## src/rtl/quad_step_if.sv

```systemverilog
// Command channel of the quadrature step generator: valid/ready handshake,
// command fields and the abort strobe.
interface quad_step_if #(
    parameter int CNT_W = 16,
    parameter int DIV_W = 16
);
    logic             cmd_valid;
    logic             cmd_ready;
    logic             cmd_dir;
    logic [CNT_W-1:0] cmd_steps;
    logic [DIV_W-1:0] cmd_period;
    logic             abort;

    modport master (
        output cmd_valid, cmd_dir, cmd_steps, cmd_period, abort,
        input  cmd_ready
    );

    modport slave (
        input  cmd_valid, cmd_dir, cmd_steps, cmd_period, abort,
        output cmd_ready
    );
endinterface

```

## src/rtl/quad_step_gen.sv

```systemverilog
// Quadrature waveform generator: emits a/b Gray transitions at a programmable
// rate for each accepted step command and tracks a signed position count.
module quad_step_gen #(
    parameter int CNT_W = 16,
    parameter int DIV_W = 16,
    parameter int POS_W = 16
) (
    input  logic             clk,
    input  logic             rst_n,
    quad_step_if.slave       cmd,
    output logic             a,
    output logic             b,
    output logic             busy,
    output logic             done,
    output logic [POS_W-1:0] position
);
    typedef enum logic [0:0] {
        IDLE = 1'b0,
        RUN  = 1'b1
    } state_t;

    state_t           state_r;
    logic             dir_r;
    logic [CNT_W-1:0] steps_left_r;
    logic [DIV_W-1:0] period_r;
    logic [DIV_W-1:0] timer_r;
    logic             a_r;
    logic             b_r;
    logic             busy_r;
    logic             done_r;
    logic             ready_r;
    logic [POS_W-1:0] pos_r;

    logic [DIV_W-1:0] period_eff_s;
    logic [1:0]       next_ab_s;

    // One Gray step of {a,b}: CW walks 00,10,11,01; CCW walks the reverse.
    function automatic logic [1:0] gray_next(input logic [1:0] ab, input logic ccw);
        logic [1:0] nxt;
        if (ccw) begin
            nxt = {ab[0], ~ab[1]};
        end else begin
            nxt = {~ab[0], ab[1]};
        end
        return nxt;
    endfunction

    // Effective period clamp and the next quadrature phase in the latched direction.
    always_comb begin
        period_eff_s = cmd.cmd_period;
        if (cmd.cmd_period == {DIV_W{1'b0}}) begin
            period_eff_s = DIV_W'(1);
        end else begin
            period_eff_s = cmd.cmd_period;
        end
        next_ab_s = gray_next({a_r, b_r}, dir_r);
    end

    // Command FSM, period timer, step counter and registered outputs.
    always_ff @(posedge clk or negedge rst_n) begin
        if (!rst_n) begin
            state_r      <= IDLE;
            dir_r        <= 1'b0;
            steps_left_r <= {CNT_W{1'b0}};
            period_r     <= {DIV_W{1'b0}};
            timer_r      <= {DIV_W{1'b0}};
            a_r          <= 1'b0;
            b_r          <= 1'b0;
            busy_r       <= 1'b0;
            done_r       <= 1'b0;
            ready_r      <= 1'b1;
            pos_r        <= {POS_W{1'b0}};
        end else begin
            done_r <= 1'b0;
            case (state_r)
                IDLE: begin
                    // Abort has no meaning here; a simultaneous command still lands.
                    if (cmd.cmd_valid && ready_r) begin
                        dir_r    <= cmd.cmd_dir;
                        period_r <= period_eff_s;
                        if (cmd.cmd_steps == {CNT_W{1'b0}}) begin
                            done_r <= 1'b1;
                        end else begin
                            state_r      <= RUN;
                            busy_r       <= 1'b1;
                            ready_r      <= 1'b0;
                            timer_r      <= period_eff_s - DIV_W'(1);
                            steps_left_r <= cmd.cmd_steps;
                        end
                    end else begin
                        state_r <= IDLE;
                    end
                end
                RUN: begin
                    if (cmd.abort) begin
                        // Abort beats a due transition: outputs and position freeze.
                        state_r      <= IDLE;
                        busy_r       <= 1'b0;
                        ready_r      <= 1'b1;
                        timer_r      <= {DIV_W{1'b0}};
                        steps_left_r <= {CNT_W{1'b0}};
                    end else if (timer_r == {DIV_W{1'b0}}) begin
                        {a_r, b_r} <= next_ab_s;
                        pos_r      <= dir_r ? (pos_r - POS_W'(1)) : (pos_r + POS_W'(1));
                        timer_r    <= period_r - DIV_W'(1);
                        if (steps_left_r == CNT_W'(1)) begin
                            state_r      <= IDLE;
                            busy_r       <= 1'b0;
                            ready_r      <= 1'b1;
                            done_r       <= 1'b1;
                            steps_left_r <= {CNT_W{1'b0}};
                        end else begin
                            steps_left_r <= steps_left_r - CNT_W'(1);
                        end
                    end else begin
                        timer_r <= timer_r - DIV_W'(1);
                    end
                end
                default: begin
                    state_r <= IDLE;
                    busy_r  <= 1'b0;
                    ready_r <= 1'b1;
                end
            endcase
        end
    end

    assign a             = a_r;
    assign b             = b_r;
    assign busy          = busy_r;
    assign done          = done_r;
    assign position      = pos_r;
    assign cmd.cmd_ready = ready_r;

endmodule

```

## src/flat_wrapper.sv

```systemverilog
// flat-port wrapper written by rule: the top's interface ports become plain ports
module quad_step_gen_flat 
#(
    parameter int CNT_W = 16,
    parameter int DIV_W = 16,
    parameter int POS_W = 16
)
  (clk, rst_n, a, b, busy, done, position, cmd_cmd_valid, cmd_cmd_dir, cmd_cmd_steps, cmd_cmd_period, cmd_abort, cmd_cmd_ready);
  quad_step_if #(.CNT_W(CNT_W), .DIV_W(DIV_W)) cmd_i ();
  input  logic clk;
  input  logic rst_n;
  output logic a;
  output logic b;
  output logic busy;
  output logic done;
  output logic [POS_W-1:0] position;
  input wire logic [$bits(cmd_i.cmd_valid)-1:0] cmd_cmd_valid;
  input wire logic [$bits(cmd_i.cmd_dir)-1:0] cmd_cmd_dir;
  input wire logic [$bits(cmd_i.cmd_steps)-1:0] cmd_cmd_steps;
  input wire logic [$bits(cmd_i.cmd_period)-1:0] cmd_cmd_period;
  input wire logic [$bits(cmd_i.abort)-1:0] cmd_abort;
  output wire logic [$bits(cmd_i.cmd_ready)-1:0] cmd_cmd_ready;
  assign cmd_i.cmd_valid = cmd_cmd_valid;
  assign cmd_i.cmd_dir = cmd_cmd_dir;
  assign cmd_i.cmd_steps = cmd_cmd_steps;
  assign cmd_i.cmd_period = cmd_cmd_period;
  assign cmd_i.abort = cmd_abort;
  assign cmd_cmd_ready = cmd_i.cmd_ready;
  quad_step_gen #(.CNT_W(CNT_W), .DIV_W(DIV_W), .POS_W(POS_W)) u_core (.clk(clk), .rst_n(rst_n), .cmd(cmd_i), .a(a), .b(b), .busy(busy), .done(done), .position(position));
endmodule
```

## config.mk

```make
export PLATFORM = sky130hd
export DESIGN_NAME = quad_step_gen_flat
export DESIGN_NICKNAME = d
export VERILOG_FILES = /design/src/rtl/quad_step_if.sv /design/src/rtl/quad_step_gen.sv /design/src/flat_wrapper.sv
export SDC_FILE = /design/constraint.sdc
export NUM_CORES = 1
export LEC_CHECK = 0
export ABC_AREA = 1
export ABC_CLOCK_PERIOD_IN_PS = 2300
export CAP_MARGIN = 10
export CORE_MARGIN = 4
export CORE_UTILIZATION = 45
export DETAILED_ROUTE_END_ITERATION = 12
export HOLD_SLACK_MARGIN = 0.06
export PLACE_DENSITY = 0.73
export SYNTH_ARGS = -nofsm -noshare
export SYNTH_HDL_FRONTEND = slang
export SYNTH_SLANG_ARGS = --single-unit
```

## constraint.sdc

```tcl
create_clock -name clk -period 2.3 [get_ports clk]
set_input_delay 0.575 -clock clk [delete_from_list [all_inputs] [get_ports clk]]
set_output_delay 0.575 -clock clk [all_outputs]
set_load 0.01 [all_outputs]
```

==> reports/metrics.csv, run 1 <==
stage,metric,value,unit
timing,max_slew_margin,0.681,
pwr,p_leak,3.37,nW
timing,period_share,0.961,
grt,grt_pass1_vias,5102,
floorplan,die_w,113,um
timing,skew,0.00609,ns
critical_path,required,2.56,ns
grt,track_usage,0.228,
hold_path,min_path_type,primary input to async pin,
timing,min_period,2.21,ns
grt,overflow,0,
timing,hold_viol,0,
detailed_routing,ant_nets,0,
clocking,hold_buffers,0,
final_layout,drive_gt1_frac,0.161,
final_layout,layout.nets,907,
final_layout,regArea,1780,um^2
timing,fin_ws,0.0895,ns
yosys,syn_nets,779,
pwr,p_comb_frac,0.145,
yosys,synth.cell_area,5000,um^2
timing,setup_viol,0,
yosys,ys_ff_latch,71,
final_layout,insertedDiodeCount,0,
detailed_routing,drt_iter0_markers,376,
run,cap_violations,0,
run_status,status,"complete, no violations",
yosys,ys_warn_count,0,
pwr,cellPowerDensity,411,nW/um^2
critical_path,end_kind,flip-flop,
floorplan,design.die.area,12900,um^2
floorplan,num_rows,38,
clocking,cts_tree,built,
yosys,yosysUniqueCellTypes,42,
final_layout,multi_input_area,2920,um^2
detailed_routing,drc_errors,0,
clocking,clk_pin_slew_worst_paths,0.08,ns
critical_path,critPathKind,primary input to flip-flop,
floorplan,dieHeight,113,um
floorplan,core,10800,um^2
pwr,p_total,0.00272,W
floorplan,initial_core_util,0.462,
detailed_routing,routedWlPerCell,14.7,um
yosys,synth_edf_count,0,
clocking,cts_root_buffer,clkbuf_8,
yosys,syn_inst,723,
clocking,cts_buffers,9,
pwr,p_int,0.00198,W
pwr,swShare,0.272,
place,dpl.hpwl,10600,um
yosys,ys_seq_area_frac,0.355,
floorplan,io_pins,58,
pwr,power_frac_seq,0.469,
detailed_routing,drtPass1Iterations,6,
critical_path,worstSetupStartpointType,primary input,
critical_path,crit_arrival,2.47,ns
place,numPortBuffers,57,
timing,worst_pin_slew,0.478,ns
yosys,avgSynthCellArea,6.92,um^2
timing,maxSlewViolCount,0,
place,pre_cts_ws,-0.501,ns
detailed_routing,drt-vias-per-instance,5.30,
pwr,p_sw,0.000740,W
detailed_routing,vias,5274,
final_layout,mostFrequentLayoutCell,nand2_1,
critical_path,critPathMaxFanout,3,
yosys,async_flop_share,1.00,
place,place_congestion,0.925,
grt,grt_pass1_wl,23800,um
grt,antenna_found_initial,0,
clocking,htreeDepth,3,
pwr,ir_drop,0.350,mV
grt,grt_max_degree,72,
final_layout,final_cell_mix,"nand2_1 (181), inv_1 (85), nor2_1 (77)",
timing,fmax,452,MHz
pwr,pwr-share-clk,0.386,
detailed_routing,wirelength,14700,um
clocking,cts.path.max_buffers,2,
clocking,clock_latency,0.37,ns
clocking,cts.sinks,71,
final_layout,area_growth,32.1,%
yosys,synth_top_flop_cell,dfrtp_1,
final_layout,nFillCells,1010,
flip-flops by register name (all words and copies together) (netlist names):
register and count:
u_core.timer_r 16, u_core.state_r 1, u_core.period_r 16, u_core.position 16, u_core.dir_r 1, u_core.b 1, u_core.done 1, u_core.busy 1
u_core.a 1, u_core.cmd.cmd_ready 1, u_core.steps_left_r 16
area by class of cell:
type / instances / area share
clock inverters: 5 / 0.00871
repair buffers: 133 / 0.181
multi-input cells: 546 / 0.442
inverters: 90 / 0.0511
flip-flops and latches: 71 / 0.269
well taps: 140 / 0.0265
clock buffers: 11 / 0.0214
power groups by stage:
stage               sequential, W  combinational [W]  clock (W)
floorplan                 0.00130           0.000154          0
global placement          0.00130           0.000360          0
detailed placement        0.00130           0.000369          0
CTS                       0.00128           0.000376    0.00108
global route              0.00128           0.000435    0.00113
finish                    0.00128           0.000395    0.00105
timing repair:
action	in CTS	in global routing
buffers inserted	9	8
pin swaps	7	18
gates resized for setup	6	47
setup endpoints to repair	3	10
cells by family (layout without fill, tap and decap cells):
kind of cell | count (synthesis) | in the layout | synth area share
buffers and inverters | 106 | 239 | 0.0832
xor gates and xnor gates | 24 | 24 | 0.0420
DFF | 71 | 71 | 0.355
and+or+nand+nor | 352 | 352 | 0.304
adders and majority gates | 19 | 19 | 0.0490
AOI/OAI and AO/OA | 151 | 151 | 0.167
synthesized netlist by cell type, types with 4 or more instances:
cell type,instances,share of area
o21ai_0,62,0.062
o22ai_1,4,0.0050
xnor2_1,7,0.012
nor3_1,9,0.0090
nor4_1,6,0.0075
ha_1,18,0.045
nand3_1,45,0.045
clkbuf_1,11,0.0083
nor2_1,83,0.062
inv_1,89,0.067
a31oi_1,4,0.0050
dfrtp_1,70,0.35
a21o_1,5,0.0075
xor2_1,17,0.030
nor2_4,4,0.0090
nand4_1,5,0.0063
a22oi_1,6,0.0090
nand2_1,187,0.14
a21oi_1,47,0.047
o21ai_1,9,0.0090
metal layers:
layer	track usage	part of all wire	vias to the layer above	routed length (um)
met1	0.298	0.45	2439	6650
met4	0.0994	0.024	0	354
li1	-	-	2621	-
met5	0	0	-	0
met2	0.369	0.47	183	6870
met3	0.0430	0.054	31	788
path summary, 6_finish.rpt:
check	from	endpoint	slack, ns	cells past startpoint
worst max register to register	u_core.timer_r[8]	u_core.timer_r[14]	0.11	15
worst min register to register	u_core.period_r[15]	u_core.period_r[15]	0.49	2
max in group asynchronous	rst_n	u_core.cmd.cmd_ready	1.73	2
min in group clk	u_core.period_r[15]	u_core.period_r[15]	0.49	2
worst max-delay path	cmd_cmd_period[15]	u_core.timer_r[14]	0.09	13
worst min-delay path	rst_n	u_core.b	0.21	2
through the flow:
step                      setup TNS (ns)  hold WS, ns  instances  area [um^2]  utilization
final                                  0        0.215        996         6610        0.610
after detailed placement           -3.46        0.464        963         6140        0.566
after floorplan                        0        0.279        723         5010            -
after CTS                              0        0.230        988         6420        0.592
after global routing             -0.0770        0.242        996         6610        0.610
after global placement             -2.46        0.467        963         6140        0.566
worst max-delay path, stage by stage:
cell and delay [ns]:
clkdlybuf4s50_1 0.54, nor3_4 0.06, nand3_2 0.09, nand2_2 0.07
inv_2 0.09, ha_4 0.15, inv_1 0.06, nor3_2 0.25
nand4_1 0.19, nor2_1 0.12, nand2_1 0.06, a31oi_1 0.13
a21oi_1 0.08
Note: power is estimated with default switching activity, not from simulation.
==> run 2: changes to the inputs <==
Settings changed: CTS_BUF_LIST set to sky130_fd_sc_hd__clkbuf_8.
==> reports/metrics.csv, run 2 (synthesis gave the netlist of run 1 again) <==
stage,metric,value,unit
clocking,cts.sinks,71,
detailed_routing,wl_met2,6910,um
final_layout,final_cell_mix,"nand2_1 (181), inv_1 (86), nor2_1 (77)",
floorplan,core,10800,um^2
clocking,cts_tree,built,
floorplan,dieHeight,113,um
timing,fmax,454,MHz
final_layout,layout.nets,907,
timing,min_period,2.20,ns
critical_path,worstSetupStartpointType,primary input,
grt,grt_pass1_vias,5102,
run_status,status,"complete, no violations",
detailed_routing,drtPass1Iterations,5,
final_layout,final_util,0.610,
detailed_routing,wirelength,14700,um
final_layout,stdcell_count,996,
place,postPlaceCellArea,6140,um^2
pwr,p_leak,3.38,nW
critical_path,end_kind,flip-flop,
detailed_routing,drt_iter0_markers,379,
critical_path,critPathKind,primary input to flip-flop,
final_layout,design_area,6610,um^2
place,place_congestion,0.925,
place,dpl.cell_count,963,
critical_path,required,2.56,ns
timing,max_slew_margin,0.683,
run,cap_violations,0,
clocking,cts_root_buffer,clkbuf_8,
timing,skew,0.00624,ns
pwr,p_total,0.00272,W
critical_path,crit_arrival,2.46,ns
grt,track_usage,0.228,
pwr,ir_drop,0.351,mV
place,dpl.hpwl,10600,um
timing,hold_viol,0,
clocking,clk_pin_slew_worst_paths,0.08,ns
timing,fin_tns_setup,0,ns
detailed_routing,met1_length,6520,um
clocking,cts_buffers,9,
critical_path,critPathMaxFanout,3,
grt,overflow,0,
timing,worst_pin_slew,0.474,ns
final_layout,area_growth,32.1,%
grt,grt_pass1_wl,23800,um
floorplan,num_rows,38,
detailed_routing,routedWlPerCell,14.7,um
pwr,cellPowerDensity,411,nW/um^2
hold_path,min_path_type,primary input to async pin,
timing,period_share,0.958,
detailed_routing,drc_errors,0,
floorplan,design.die.area,12900,um^2
detailed_routing,dr_wl_met3,909,um
floorplan,die_w,113,um
detailed_routing,drt-vias-per-instance,5.32,
final_layout,nFillCells,1010,
clocking,cts.path.max_buffers,2,
floorplan,io_pins,58,
final_layout,insertedDiodeCount,0,
final_layout,mostFrequentLayoutCell,nand2_1,
detailed_routing,ant_nets,0,
clocking,hold_buffers,0,
timing,setup_viol,0,
grt,grt_max_degree,72,
timing,maxSlewViolCount,0,
detailed_routing,vias,5302,
place,numPortBuffers,57,
final_layout,drive_gt1_frac,0.161,
clocking,clock_latency,0.37,ns
clocking,htreeDepth,3,
grt,antenna_found_initial,0,
detailed_routing,routed.top_layer,met4,
floorplan,initial_core_util,0.462,
run 2: area by class of cell:
class,instances,area (um^2),share of cell area
Multi-Input combinational cell,546,2920,0.442
Sequential cell,71,1780,0.269
Timing Repair Buffer,133,1200,0.181
Inverter,90,338,0.0511
Tap cell,140,175,0.0265
Clock buffer,10,138,0.0208
Clock inverter,6,61.3,0.00927
run 2: through the flow:
step | hold WS [ns] | setup WS [ns]
floorplan | 0.279 | 0.0781
global placement | 0.467 | -0.400
detailed placement | 0.464 | -0.501
CTS | 0.230 | 0.000157
global route | 0.242 | -0.0391
finish | 0.214 | 0.0963
run 2: path summary, 6_finish.rpt:
kind	start	endpoint	slack (ns)	depth (start not counted)
min reg2reg	u_core.period_r[15]	u_core.period_r[15]	0.49	2
max in group asynchronous	rst_n	u_core.cmd.cmd_ready	1.72	2
min	rst_n	u_core.b	0.21	2
max	cmd_cmd_period[15]	u_core.timer_r[14]	0.1	13
max reg2reg	u_core.timer_r[8]	u_core.timer_r[14]	0.11	15
min in group clk	u_core.period_r[15]	u_core.period_r[15]	0.49	2
run 2: worst max-delay path, cell delays in order:
cell	delay, ns
clkdlybuf4s50_1	0.54
nor3_4	0.06
nand3_2	0.09
nand2_2	0.07
inv_2	0.09
ha_4	0.15
inv_1	0.06
nor3_2	0.25
nand4_1	0.18
nor2_1	0.12
nand2_1	0.06
a31oi_1	0.12
a21oi_1	0.08
run 2: power breakdown:
part | internal (W) | switching, W
Clock | 0.000524 | 0.000523
Sequential | 0.00126 | 0.0000131
Combinational | 0.000189 | 0.000207
Total | 0.00198 | 0.000743
run 2: routing by layer:
| metal | up-vias | global-route usage |
|---|---|---|
| li1 | 2622 | - |
| met1 | 2444 | 0.298 |
| met2 | 209 | 0.369 |
| met3 | 27 | 0.0430 |
| met4 | 0 | 0.0994 |
| met5 | - | 0 |
run 2: timing repair:
| action | 4_1_cts | 5_1_grt |
|---|---|---|
| setup buffers | 9 | 8 |
| resized for setup | 5 | 48 |
| setup endpoints to repair | 3 | 10 |
| pin swaps | 7 | 18 |
| cloned | 0 | 0 |
==> run 3: changes to the inputs <==
Settings changed: ABC_CLOCK_PERIOD_IN_PS 2300 to 2000.
Clock period 2.3 ns to 2 ns, I/O delays scaled along.
==> reports/metrics.csv, run 3 (synthesis gave the netlist of run 1 again) <==
stage,metric,value,unit
grt,overflow,0,
final_layout,design_area,7350,um^2
pwr,p_leak,3.56,nW
grt,grt_pass1_wl,24200,um
grt,antenna_found_initial,0,
floorplan,design.die.area,12900,um^2
final_layout,nFillCells,881,
final_layout,final_cell_mix,"nand2_1 (168), buf_4 (113), inv_1 (79)",
clocking,cts.sinks,71,
timing,hold_viol,0,
pwr,p_int,0.00220,W
floorplan,die_w,113,um
pwr,cellPowerDensity,426,nW/um^2
pwr,p_sw,0.000930,W
pwr,power_frac_seq,0.470,
timing,max_slew_margin,0.680,
pwr,ir_drop,0.339,mV
critical_path,cp_top_family,simple AND/OR/NAND/NOR gates,
critical_path,critPathKind,flip-flop to flip-flop,
detailed_routing,drt-vias-per-instance,5.33,
clocking,cts_buffers,9,
detailed_routing,drt_iter0_markers,432,
clocking,clock_latency,0.38,ns
critical_path,end_kind,flip-flop,
timing,fin_ws,-0.0653,ns
final_layout,layout.nets,953,
timing,skew,0.0109,ns
clocking,cts_root_buffer,clkbuf_8,
clocking,cts.path.max_buffers,2,
critical_path,crit_arrival,2.37,ns
detailed_routing,wirelength,15500,um
final_layout,drive_gt1_frac,0.286,
grt,track_usage,0.232,
run,cap_violations,0,
run_status,violations,negative setup slack,
pwr,p_comb_frac,0.176,
clocking,clk_pin_slew_worst_paths,0.09,ns
floorplan,num_rows,38,
detailed_routing,routedWlPerCell,14.9,um
timing,min_period,2.07,ns
detailed_routing,vias,5550,
floorplan,core,10800,um^2
place,postPlaceCellArea,6460,um^2
floorplan,io_pins,58,
place,numPortBuffers,57,
timing,worst_hold_slack,0.134,ns
critical_path,slowest_delay,0.42,ns
clocking,hold_buffers,0,
floorplan,dieHeight,113,um
timing,setup_viol,9,
floorplan,initial_core_util,0.462,
critical_path,crit_slowest_cell,dfrtp_1,
detailed_routing,drc_errors,0,
run_status,status,"complete, but fails checks",
critical_path,critPathMaxFanout,4,
clocking,htreeDepth,3,
place,dpl.hpwl,10800,um
grt,grt_pass1_vias,5278,
critical_path,required,2.31,ns
critical_path,critical_path.cell_chain,nor2_1 > nand2_1 > nor2_4 > nand3_2 > nand2_2 > ha_4 > inv_2 > nor2_4 > nand2_4 > nor2_4 > nor2_1 > nor2_1 > nand2_1 > a21oi_1,
timing,fmax,484,MHz
timing,rsz0062_at_grt,yes,
detailed_routing,ant_nets,0,
pwr,pwr-share-clk,0.355,
critical_path,cp_num_buf_inv,1,
clocking,cts_tree,built,
pwr,swShare,0.297,
critical_path,worstSetupStartpointType,flip-flop,
hold_path,min_path_type,primary input to async pin,
grt,grt_max_degree,72,
final_layout,insertedDiodeCount,0,
timing,maxSlewViolCount,0,
detailed_routing,drtPass1Iterations,6,
place,place_congestion,0.936,
timing,worst_pin_slew,0.480,ns
final_layout,mostFrequentLayoutCell,nand2_1,
timing,period_share,1.03,
final_layout,area_growth,46.9,%
run 3: worst register-to-register path, delay by kind of cell (launching register included):
kind                     cells  cell delay (ns)
adder cells (fa/ha/maj)      1             0.15
flip-flops                   1             0.42
AND/OR/NAND/NOR             11             1.26
AO/OA/AOI/OAI                1             0.12
buffers and inverters        1             0.04
run 3: per-layer routing:
metal,GRT usage,part of all wire
met4,0.0962,0.021
met5,0,0
met3,0.0403,0.063
met2,0.377,0.48
met1,0.307,0.44
run 3: what timing repair did:
action                                  in CTS  in global routing
cloned                                       0                  1
resized for setup                           58                 80
endpoints found under the hold margin        0                  0
setup buffers                               14                 12
pin swaps                                   24                 41
endpoints found under the setup margin      13                 25
run 3: area by class of cell:
class / instances / area, um^2 / area share
repair buffers: 179 / 1550 / 0.211
clock buffers: 9 / 124 / 0.0168
clock inverters: 7 / 57.6 / 0.00783
flip-flops and latches: 71 / 1780 / 0.242
multi-input cells: 546 / 3320 / 0.452
well taps: 140 / 175 / 0.0238
inverters: 90 / 338 / 0.0459
run 3: worst paths after layout:
path	depth (start not counted)	slack, ns	startpoint	endpoint
min	2	0.13	rst_n	u_core.position[6]
min in group clk	2	0.49	u_core.period_r[15]	u_core.period_r[15]
max reg2reg	14	-0.07	u_core.timer_r[11]	u_core.timer_r[6]
max	14	-0.07	u_core.timer_r[11]	u_core.timer_r[6]
max in group asynchronous	2	1.51	rst_n	u_core.cmd.cmd_ready
min reg2reg	2	0.49	u_core.period_r[15]	u_core.period_r[15]
run 3: power by group through the flow:
stage | registers [W] | logic [W] | clock network [W]
3_3_place_gp | 0.00149 | 0.000455 | 0
6_report | 0.00147 | 0.000550 | 0.00111
3_5_place_dp | 0.00149 | 0.000467 | 0
4_1_cts | 0.00147 | 0.000490 | 0.00113
5_1_grt | 0.00147 | 0.000598 | 0.00121
2_1_floorplan | 0.00150 | 0.000181 | 0
run 3: stage by stage:
| step | util | std cells | power, W | setup TNS (ns) | setup WS, ns |
|---|---|---|---|---|---|
| after floorplan | - | 723 | 0.00168 | -0.0898 | -0.0323 |
| final | 0.678 | 1042 | 0.00313 | -0.376 | -0.0653 |
| after global placement | 0.596 | 1000 | 0.00195 | -10.82 | -0.583 |
| after global routing | 0.678 | 1042 | 0.00328 | -1.88 | -0.218 |
| after detailed placement | 0.596 | 1000 | 0.00196 | -12.54 | -0.733 |
| after CTS | 0.634 | 1029 | 0.00309 | -0.00245 | -0.00227 |
